$ cat src/rtl/ahb_arbiter_pkg.sv
// Shared AHB bus types and arbiter definitions.
package def;

    localparam int unsigned mas_num    = 2;
    localparam int unsigned def_master = 0;

    typedef enum logic [1:0] {
        H_IDLE   = 2'b00,
        H_BUSY   = 2'b01,
        H_NONSEQ = 2'b10,
        H_SEQ    = 2'b11
    } htrans_t;

    typedef enum logic [2:0] {
        B_SINGLE = 3'b000,
        B_INCR   = 3'b001,
        B_WRAP4  = 3'b010,
        B_INCR4  = 3'b011,
        B_WRAP8  = 3'b100,
        B_INCR8  = 3'b101,
        B_WRAP16 = 3'b110,
        B_INCR16 = 3'b111
    } hburst_t;

    typedef enum logic [1:0] {
        R_OKAY  = 2'b00,
        R_ERROR = 2'b01,
        R_RETRY = 2'b10,
        R_SPLIT = 2'b11
    } hresp_t;

    typedef enum logic [1:0] {
        IDLE   = 2'b00,
        BURST  = 2'b01,
        UNDEF  = 2'b10,
        LOCKED = 2'b11
    } arb_state_t;

    // Beats in a burst; INCR is open-ended and reports a single beat.
    function automatic logic [4:0] calc_beat(input hburst_t burst);
        logic [4:0] beats;
        case (burst)
            B_WRAP4,  B_INCR4:  beats = 5'd4;
            B_WRAP8,  B_INCR8:  beats = 5'd8;
            B_WRAP16, B_INCR16: beats = 5'd16;
            default:            beats = 5'd1;
        endcase
        return beats;
    endfunction

endpackage

$ cat src/rtl/ahb_arbiter_rr_pick.sv
// Combinational round-robin selector: first eligible master after the pointer.
module ahb_rr_pick #(
    parameter int unsigned n = 2,
    parameter int unsigned w = 1
) (
    input  logic [n-1:0] eligible,
    input  logic [w-1:0] pointer,
    output logic [n-1:0] winner,
    output logic         valid
);

    logic [w-1:0] start;
    logic [n-1:0] rot;
    logic [n-1:0] win_rot;

    always_comb begin
        start = (32'(pointer) >= n - 1) ? '0 : pointer + 1'b1;
        // Rotate so the search origin sits at bit 0, pick lowest set bit, rotate back.
        rot     = n'({eligible, eligible} >> start);
        win_rot = '0;
        valid   = 1'b0;
        for (int unsigned i = 0; i < n; i++) begin
            if (!valid && rot[i]) begin
                win_rot[i] = 1'b1;
                valid      = 1'b1;
            end
        end
        winner = n'(({win_rot, win_rot} << start) >> n);
    end

endmodule

$ cat src/rtl/ahb_arbiter.sv
// Two-master AHB arbiter: burst-aware, round-robin, lock and split support.
module ahb_arbiter
    import def::*;
#(
    parameter int unsigned mas_num        = def::mas_num,
    parameter int unsigned default_master = def::def_master,
    parameter int unsigned mw             = (mas_num > 1) ? $clog2(mas_num) : 1
) (
    input  logic               hclk,
    input  logic               hresetn,
    input  logic [mas_num-1:0] hbusreq,
    input  logic [mas_num-1:0] hlock,
    input  htrans_t            htrans,
    input  hburst_t            hburst,
    input  logic               hready,
    input  hresp_t             hresp,
    input  logic [mas_num-1:0] hsplit,
    output logic [mas_num-1:0] hgrant,
    output logic [mw-1:0]      hmaster,
    output logic               hmastlock
);

    localparam logic [mas_num-1:0] def_oh  = mas_num'(1) << default_master;
    localparam logic [mw-1:0]      def_idx = mw'(default_master);

    function automatic logic [mw-1:0] oh2idx(input logic [mas_num-1:0] oh);
        logic [mw-1:0] idx;
        idx = '0;
        for (int unsigned i = 0; i < mas_num; i++) begin
            if (oh[i]) idx = mw'(i);
        end
        return idx;
    endfunction

    arb_state_t         state, state_nxt;
    logic [4:0]         cnt, cnt_nxt;
    logic [mas_num-1:0] split_mask, split_set, mask_nxt;
    logic [mw-1:0]      rr_ptr;
    logic [mas_num-1:0] grant_nxt;
    logic [mas_num-1:0] eligible;
    logic [mas_num-1:0] pick_oh;
    logic               pick_valid;
    logic [mw-1:0]      grant_idx;
    logic               owner_req;
    logic               lock_req;
    logic               rearb;

    assign grant_idx = oh2idx(hgrant);
    assign owner_req = hbusreq[grant_idx];
    assign lock_req  = hlock[grant_idx] & hbusreq[grant_idx];

    // A split seen this cycle already excludes its master from this decision.
    assign split_set = (hready && hresp == R_SPLIT) ? (mas_num'(1) << hmaster) : '0;
    assign mask_nxt  = (split_mask & ~hsplit) | split_set;
    assign eligible  = hbusreq & ~(split_mask | split_set);

    ahb_rr_pick #(
        .n (mas_num),
        .w (mw)
    ) u_pick (
        .eligible (eligible),
        .pointer  (rr_ptr),
        .winner   (pick_oh),
        .valid    (pick_valid)
    );

    always_comb begin
        state_nxt = state;
        cnt_nxt   = cnt;
        rearb     = 1'b0;
        if (hready) begin
            if (hresp != R_OKAY) begin
                cnt_nxt   = '0;
                state_nxt = IDLE;
                rearb     = 1'b1;
            end else begin
                if (htrans == H_NONSEQ && hburst != B_INCR)
                    cnt_nxt = calc_beat(hburst) - 5'd1;
                else if (htrans == H_SEQ && cnt != '0)
                    cnt_nxt = cnt - 5'd1;

                case (state)
                    IDLE: begin
                        if (htrans == H_NONSEQ && hburst != B_INCR && calc_beat(hburst) > 5'd1)
                            state_nxt = BURST;
                        else if (htrans == H_NONSEQ && hburst == B_INCR)
                            state_nxt = UNDEF;
                        else
                            rearb = 1'b1;
                    end
                    BURST: begin
                        if (htrans == H_SEQ && cnt == 5'd1) begin
                            state_nxt = IDLE;
                            rearb     = 1'b1;
                        end
                    end
                    UNDEF: begin
                        if (!owner_req || htrans == H_NONSEQ || htrans == H_IDLE) begin
                            state_nxt = IDLE;
                            rearb     = 1'b1;
                        end
                    end
                    LOCKED: begin
                        if (!hlock[grant_idx]) begin
                            state_nxt = IDLE;
                            rearb     = 1'b1;
                        end
                    end
                    default: state_nxt = IDLE;
                endcase
            end
            // A locking owner keeps the bus regardless of burst progress.
            if (lock_req) begin
                state_nxt = LOCKED;
                rearb     = 1'b0;
            end
        end

        grant_nxt = hgrant;
        if (rearb)
            grant_nxt = pick_valid ? pick_oh : def_oh;
    end

    always_ff @(posedge hclk or negedge hresetn) begin
        if (!hresetn) begin
            state      <= IDLE;
            cnt        <= '0;
            split_mask <= '0;
            rr_ptr     <= def_idx;
            hgrant     <= def_oh;
            hmaster    <= def_idx;
            hmastlock  <= 1'b0;
        end else begin
            split_mask <= mask_nxt;
            state      <= state_nxt;
            cnt        <= cnt_nxt;
            hgrant     <= grant_nxt;
            if (grant_nxt != hgrant)
                rr_ptr <= oh2idx(grant_nxt);
            if (hready) begin
                hmaster   <= grant_idx;
                hmastlock <= lock_req;
            end
        end
    end

endmodule
$ cat config.mk
export PLATFORM = sky130hd
export DESIGN_NAME = ahb_arbiter
export DESIGN_NICKNAME = d
export VERILOG_FILES = /design/src/rtl/ahb_arbiter_pkg.sv /design/src/rtl/ahb_arbiter_rr_pick.sv /design/src/rtl/ahb_arbiter.sv
export SDC_FILE = /design/constraint.sdc
export NUM_CORES = 1
export LEC_CHECK = 0
export CORE_MARGIN = 2
export CORE_UTILIZATION = 25
export CTS_CLUSTER_DIAMETER = 50
export CTS_CLUSTER_SIZE = 12
export DETAILED_ROUTE_END_ITERATION = 6
export GPL_ROUTABILITY_DRIVEN = 1
export PLACE_DENSITY = 0.44
export SLEW_MARGIN = 20
export SYNTH_ARGS = -nofsm -noshare
export SYNTH_HDL_FRONTEND = slang
export SYNTH_SLANG_ARGS = --single-unit
$ cat constraint.sdc
create_clock -name hclk -period 3.4 [get_ports hclk]
set_clock_uncertainty 0.1 [all_clocks]
set_input_delay 0.34 -clock hclk [delete_from_list [all_inputs] [get_ports hclk]]
set_output_delay 0.34 -clock hclk [all_outputs]
set_load 0.005 [all_outputs]
==> results of run 1 <==
==> worst paths after layout <==
path                                start   endpoint  slack (ns)  depth (start not counted)
min in group asynchronous         hresetn     rr_ptr        0.41                          1
max in group asynchronous         hresetn   state[0]        2.36                          1
worst min register to register  hmastlock  hmastlock        0.40                          2
worst max-delay path            htrans[0]  hgrant[1]        1.42                          6
worst max register to register     cnt[1]  hgrant[1]        1.43                          7
worst min-delay path            hmastlock  hmastlock        0.40                          2
==> sequential cells by signal, indices dropped and copies added, names as in the netlist <==
| signal | flops |
|---|---|
| hmaster | 1 |
| hgrant | 2 |
| rr_ptr | 1 |
| state | 2 |
| cnt | 5 |
| split_mask | 2 |
| hmastlock | 1 |
==> Yosys cell counts, types with 3 or more instances <==
cell,instances
a21oi_1,5
dfrtp_1,13
ha_1,3
inv_1,7
nand2_1,8
nor2_1,7
nor3_1,5
o21ai_0,3
o21ai_1,3
o2bb2ai_1,3
==> logic make-up after synthesis <==
group / after synthesis / share of synthesized area, %
compound gates: 30 / 23.8
buf+inv: 10 / 5.56
simple gates: 40 / 25.0
fa+ha+maj: 3 / 3.97
flops: 14 / 37.2
mux: 4 / 4.50
==> area by class of cell <==
| type | count | area share (%) |
|---|---|---|
| Multi-Input combinational cell | 77 | 44.2 |
| Sequential cell | 14 | 28.7 |
| Timing Repair Buffer | 19 | 15.5 |
| Tap cell | 48 | 4.90 |
| Clock buffer | 4 | 4.49 |
| Inverter | 7 | 2.15 |
==> per-layer routing <==
metal,GRT usage (%),up-vias
met5,0,-
met4,5.73,0
met3,3.94,8
met2,17.5,29
met1,15.3,376
li1,-,416
==> worst min-delay path, delay by kind of cell (launching register included) <==
| kind | cells | cell delay [ns] |
|---|---|---|
| AND/OR/NAND/NOR | 2 | 0.12 |
| flip-flops | 1 | 0.34 |
==> where the power goes <==
part	internal, mW	switching, mW	leakage [nW]
logic	0.127	0.100	0.271
clock network	0.102	0.0564	0.0288
registers	0.210	0.0469	0.175
==> results.py, run 1 <==
metrics = {
    "worst_hold_path": {
        "holdCritPathClass": "flip-flop to flip-flop",
    },
    "setup_path": {
        "buffer_and_inverter_count_on_the_worst_path": 1,
        "critical_path.slowest_cell": "clkdlybuf4s50_1",
        "timing.critical_path.fanout_max": 5,
        "critPathRequiredTime_ns": 3.42,
        "critical_path.max_stage_delay_ns": 0.55,
        "cp.arrival_ns": 2.00,
        "path_class": "input pin to flip-flop",
        "crit_chain": "clkdlybuf4s50_1 > or2b_2 > o21ai_1 > o221ai_2 > nand2_1 > mux2_1",
        "worstSetupStartpointType": "input pin",
        "worst_setup_path_end_kind": "flip-flop",
        "timing.critical_path.max_delay_family": "buffers and inverters",
    },
    "placement": {
        "place.detailed.instances": 165,
        "gp_congestion": 0.811,
        "post-dp-hpwl_um": 1830,
        "dpl_worst_slack_ns": 1.18,
        "portBuffers": 19,
        "dpl-instance-area_um2": 1170,
    },
    "clock_tree": {
        "cts_tree": "done",
        "cts_hold_buffers": 0,
        "clkSlewWorstSetupHoldPaths_ns": 0.06,
        "cts_resized": 0,
        "clkSinkCount": 14,
        "cts_buffers": 3,
        "clk_root_buffer_cell": "clkbuf_8",
        "htreeDepth": 1,
        "cts_setup_buffers": 0,
        "clock_insertion_delay_worst_skew_ns": 0.24,
        "clk_path_buf_depth": 2,
    },
    "global_routing": {
        "grt_util_all_layers_pct": 11.8,
        "global_route.overflow_total": 0,
        "wire_length_of_the_first_global_routing_pass_um": 3840,
        "initial_antenna_violation_count": 0,
        "first_global_vias": 821,
        "pin_count_of_the_biggest_net_entering_global_routing": 15,
    },
    "detailed_routing": {
        "initialDrtViolationCount": 31,
        "postRouteWirelength_um": 2330,
        "ant_nets": 0,
        "routed_via_density": 4.91,
        "wl_met3_um": 147,
        "via_count": 829,
        "met2WireLength_um": 1010,
        "routed.top_layer": "met4",
        "firstDrtPassIters": 4,
        "met1Wirelength_um": 1110,
        "detail_route.drc_violations": 0,
        "routedWlPerCell_um": 13.8,
    },
    "logic_synthesis": {
        "yosysWarnings": 0,
        "ys_types": 43,
        "synth_top_area_share_pct": 34.4,
        "yosys.area.top_type": "dfrtp_1",
        "mappedNetlistNets": 120,
        "ys_seq_area_share_pct": 37.2,
        "post_synth_instance_area_um2": 946,
        "ys_ff_latch": 14,
        "yosys_most_used_dff": "dfrtp_1",
        "yosys-top-cells-area": "dfrtp_1 34%, ha_1 4.0%, nand2_1 3.2%, dfstp_2 2.8%, inv_1 2.8%",
        "syn_avg_cell_area_um2": 9.37,
        "synth-edff-count": 0,
        "synthesis.instances": 101,
        "async_reset_ff_share_pct": 100,
    },
    "power_and_ir_drop": {
        "power_density_nw_per_um2": 525,
        "total_leakage_power_nw": 0.475,
        "total_power_uw": 643,
        "vdd_drop_max_mv": 0.211,
    },
    "finish": {
        "fin_area_um2": 1220,
        "area_growth_pct": 29.5,
        "insertedDiodeCount": 0,
        "most_common_library_cell_in_the_layout_ignoring_fill_and_taps": "clkdlybuf4s50_1",
        "register_area_um2": 352,
        "layout.cells.most_common_list": "19 x clkdlybuf4s50_1, 13 x dfrtp_1, 8 x nand2_1",
        "n_fill_cell": 380,
        "final_net_count": 141,
        "layout-drive-gt1-share_pct": 12.4,
        "stdcell_count": 169,
        "multi_input_comb_area_um2": 542,
        "fin_util_pct": 33.5,
    },
    "floorplan": {
        "die_y_um": 65.5,
        "num_io_pins": 20,
        "core_area_um2": 3660,
        "effective_utilization_at_floorplan_pct": 25.8,
        "die_w_um": 65.5,
        "die_area_um2": 4290,
        "std_cell_rows": 22,
    },
    "timing": {
        "setup_viol_count_final": 0,
        "rsz0062_at_grt": "no",
        "holdWs_ns": 0.400,
        "total_negative_setup_slacks_ns": 0,
        "timing.final.crit_share_pct": 58.2,
        "maximum_achievable_frequency_mhz": 505,
        "report.final.hold_viol_count": 0,
        "finalCriticalPeriod_ns": 1.98,
        "worst_slew_pin_slew_ns": 0.674,
        "max_slew_margin_vs_limit_pct": 54.9,
        "timing_max_transition_violations_final": 0,
        "worst_slack_ns": 1.42,
    },
    "run_status": {
        "outcome": "completed",
    },
    "job": {
        "cap_viol_max_count": 0,
    },
}
Note: power is estimated with default switching activity, not from simulation.
==> run 2, diff against run 1 <==
- clock period: 3.4 -> 2 ns (I/O delays scaled with it)
==> results.py, run 2 (synthesis results as in run 1) <==
metrics = {
    "run_status": {
        "outcome": "completed",
    },
    "detailed_routing": {
        "ant_nets": 0,
        "postRouteWirelength_um": 2420,
        "initialDrtViolationCount": 31,
        "detail_route.drc_violations": 0,
        "routedWlPerCell_um": 13.2,
        "routed_via_density": 4.86,
        "via_count": 890,
        "firstDrtPassIters": 4,
    },
    "finish": {
        "most_common_library_cell_in_the_layout_ignoring_fill_and_taps": "clkdlybuf4s50_1",
        "final_net_count": 155,
        "fin_util_pct": 36.1,
        "layout-drive-gt1-share_pct": 20.7,
        "register_area_um2": 352,
        "largest_register_ffs": 5,
        "layout.cells.most_common_list": "19 x clkdlybuf4s50_1, 14 x buf_4, 13 x dfrtp_1",
        "multi_input_comb_area_um2": 542,
        "area_growth_pct": 39.6,
        "insertedDiodeCount": 0,
        "top_register": "cnt",
        "n_fill_cell": 386,
        "stdcell_count": 183,
    },
    "clock_tree": {
        "clock_insertion_delay_worst_skew_ns": 0.25,
        "clk_root_buffer_cell": "clkbuf_8",
        "cts_hold_buffers": 0,
        "clkSinkCount": 14,
        "clkSlewWorstSetupHoldPaths_ns": 0.06,
        "cts_buffers": 3,
        "clk_path_buf_depth": 2,
        "cts_tree": "done",
        "htreeDepth": 1,
    },
    "placement": {
        "gp_congestion": 0.891,
        "portBuffers": 19,
        "post-dp-hpwl_um": 1950,
        "place.detailed.instances": 178,
    },
    "setup_path": {
        "reg2reg_from": "cnt[1]",
        "buffer_and_inverter_count_on_the_worst_path": 1,
        "critPathRequiredTime_ns": 2.03,
        "path_class": "flip-flop to flip-flop",
        "worstSetupStartpointType": "flip-flop",
        "critical_path.max_stage_delay_ns": 0.36,
        "crit_chain": "inv_1 > ha_1 > nor3b_1 > a221oi_2 > o221ai_2 > nand2_1 > mux2_1",
        "worst_setup_path_end_kind": "flip-flop",
        "r2r-end": "hgrant[1]",
        "timing.critical_path.max_delay_family": "compound AO/OA/AOI/OAI gates",
        "r2r_setup_slk_ns": 0.1,
        "timing.critical_path.fanout_max": 3,
        "rr_worst_depth": 7,
        "cp.arrival_ns": 1.93,
        "critical_path.slowest_cell": "dfrtp_1",
    },
    "global_routing": {
        "wire_length_of_the_first_global_routing_pass_um": 4020,
        "initial_antenna_violation_count": 0,
        "grt_util_all_layers_pct": 12.6,
        "pin_count_of_the_biggest_net_entering_global_routing": 15,
        "first_global_vias": 895,
        "global_route.overflow_total": 0,
    },
    "floorplan": {
        "die_w_um": 65.5,
        "die_area_um2": 4290,
        "die_y_um": 65.5,
        "core_area_um2": 3660,
        "std_cell_rows": 22,
        "num_io_pins": 20,
        "effective_utilization_at_floorplan_pct": 25.8,
    },
    "timing": {
        "worst_slew_pin_slew_ns": 0.361,
        "report.final.hold_viol_count": 0,
        "maximum_achievable_frequency_mhz": 525,
        "timing.final.crit_share_pct": 95.2,
        "timing_max_transition_violations_final": 0,
        "max_slew_margin_vs_limit_pct": 75.7,
        "finalCriticalPeriod_ns": 1.90,
        "setup_viol_count_final": 0,
        "rsz0062_at_grt": "no",
    },
    "power_and_ir_drop": {
        "total_power_mw": 1.11,
        "vdd_drop_max_mv": 0.228,
        "power_density_nw_per_um2": 839,
        "total_leakage_power_nw": 0.535,
    },
    "worst_hold_path": {
        "holdCritPathClass": "input pin to asynchronous set/reset pin",
    },
    "job": {
        "cap_viol_max_count": 0,
    },
}
## run 2: changes by cell type in the layout (fill, tap and decap cells not counted), sizes merged
cell and change:
buf +14
## run 2: worst reg2reg max path, delay by kind of cell, from the launching register on
kind | cells | cell delay [ns]
AOI/OAI and AO/OA | 2 | 0.47
DFF | 1 | 0.36
muxes | 1 | 0.32
and+or+nand+nor | 2 | 0.28
adders and majority gates | 1 | 0.19
buffers and inverters | 1 | 0.06
## run 2: what timing repair did
| action | CTS | global route |
|---|---|---|
| endpoints found under the setup margin | 0 | 2 |
| resized for setup | 0 | 0 |
| setup buffers | 0 | 1 |
## run 2: per-layer routing
metal	up-vias	wire length, um	global-route usage, %
met4	0	45	6.77
met3	5	102	1.71
met5	-	0	0
met2	17	1080	19.4
li1	446	-	-
met1	422	1190	17.0
## run 2: cell type report
cell class              count  share of cell area [%]
well taps                  48                    4.55
flip-flops and latches     14                    26.6
multi-input cells          77                    41.0
inverters                   7                    1.99
repair buffers             33                    22.4
clock buffers               4                    3.41
## run 2: worst max-delay path by stage
| stage | start | end | depth (start not counted) |
|---|---|---|---|
| 2_1_floorplan | cnt[0] | hgrant[1] | 6 |
| 3_3_place_gp | htrans[1] | hgrant[1] | 6 |
| 3_5_place_dp | htrans[1] | hgrant[1] | 6 |
| 4_1_cts | cnt[1] | hgrant[1] | 7 |
| 5_1_grt | cnt[1] | hgrant[1] | 7 |
| 6_report | cnt[1] | hgrant[1] | 7 |
## run 2: power breakdown
part / internal, mW / switching, mW / total [mW]
clock network: 0.141 / 0.103 / 0.244
logic: 0.247 / 0.183 / 0.430
registers: 0.356 / 0.0768 / 0.433
## run 2: metrics by stage
step                      setup slack [ns]  hold WS [ns]  setup TNS [ns]  area, um2
after floorplan                      0.202        -0.196               0        946
final                               0.0964         0.171               0       1320
after global placement             -0.0228         0.382         -0.0236       1270
after global routing                0.0189         0.212               0       1320
after CTS                           0.0374         0.179               0       1310
after detailed placement           -0.0668         0.397         -0.0854       1270
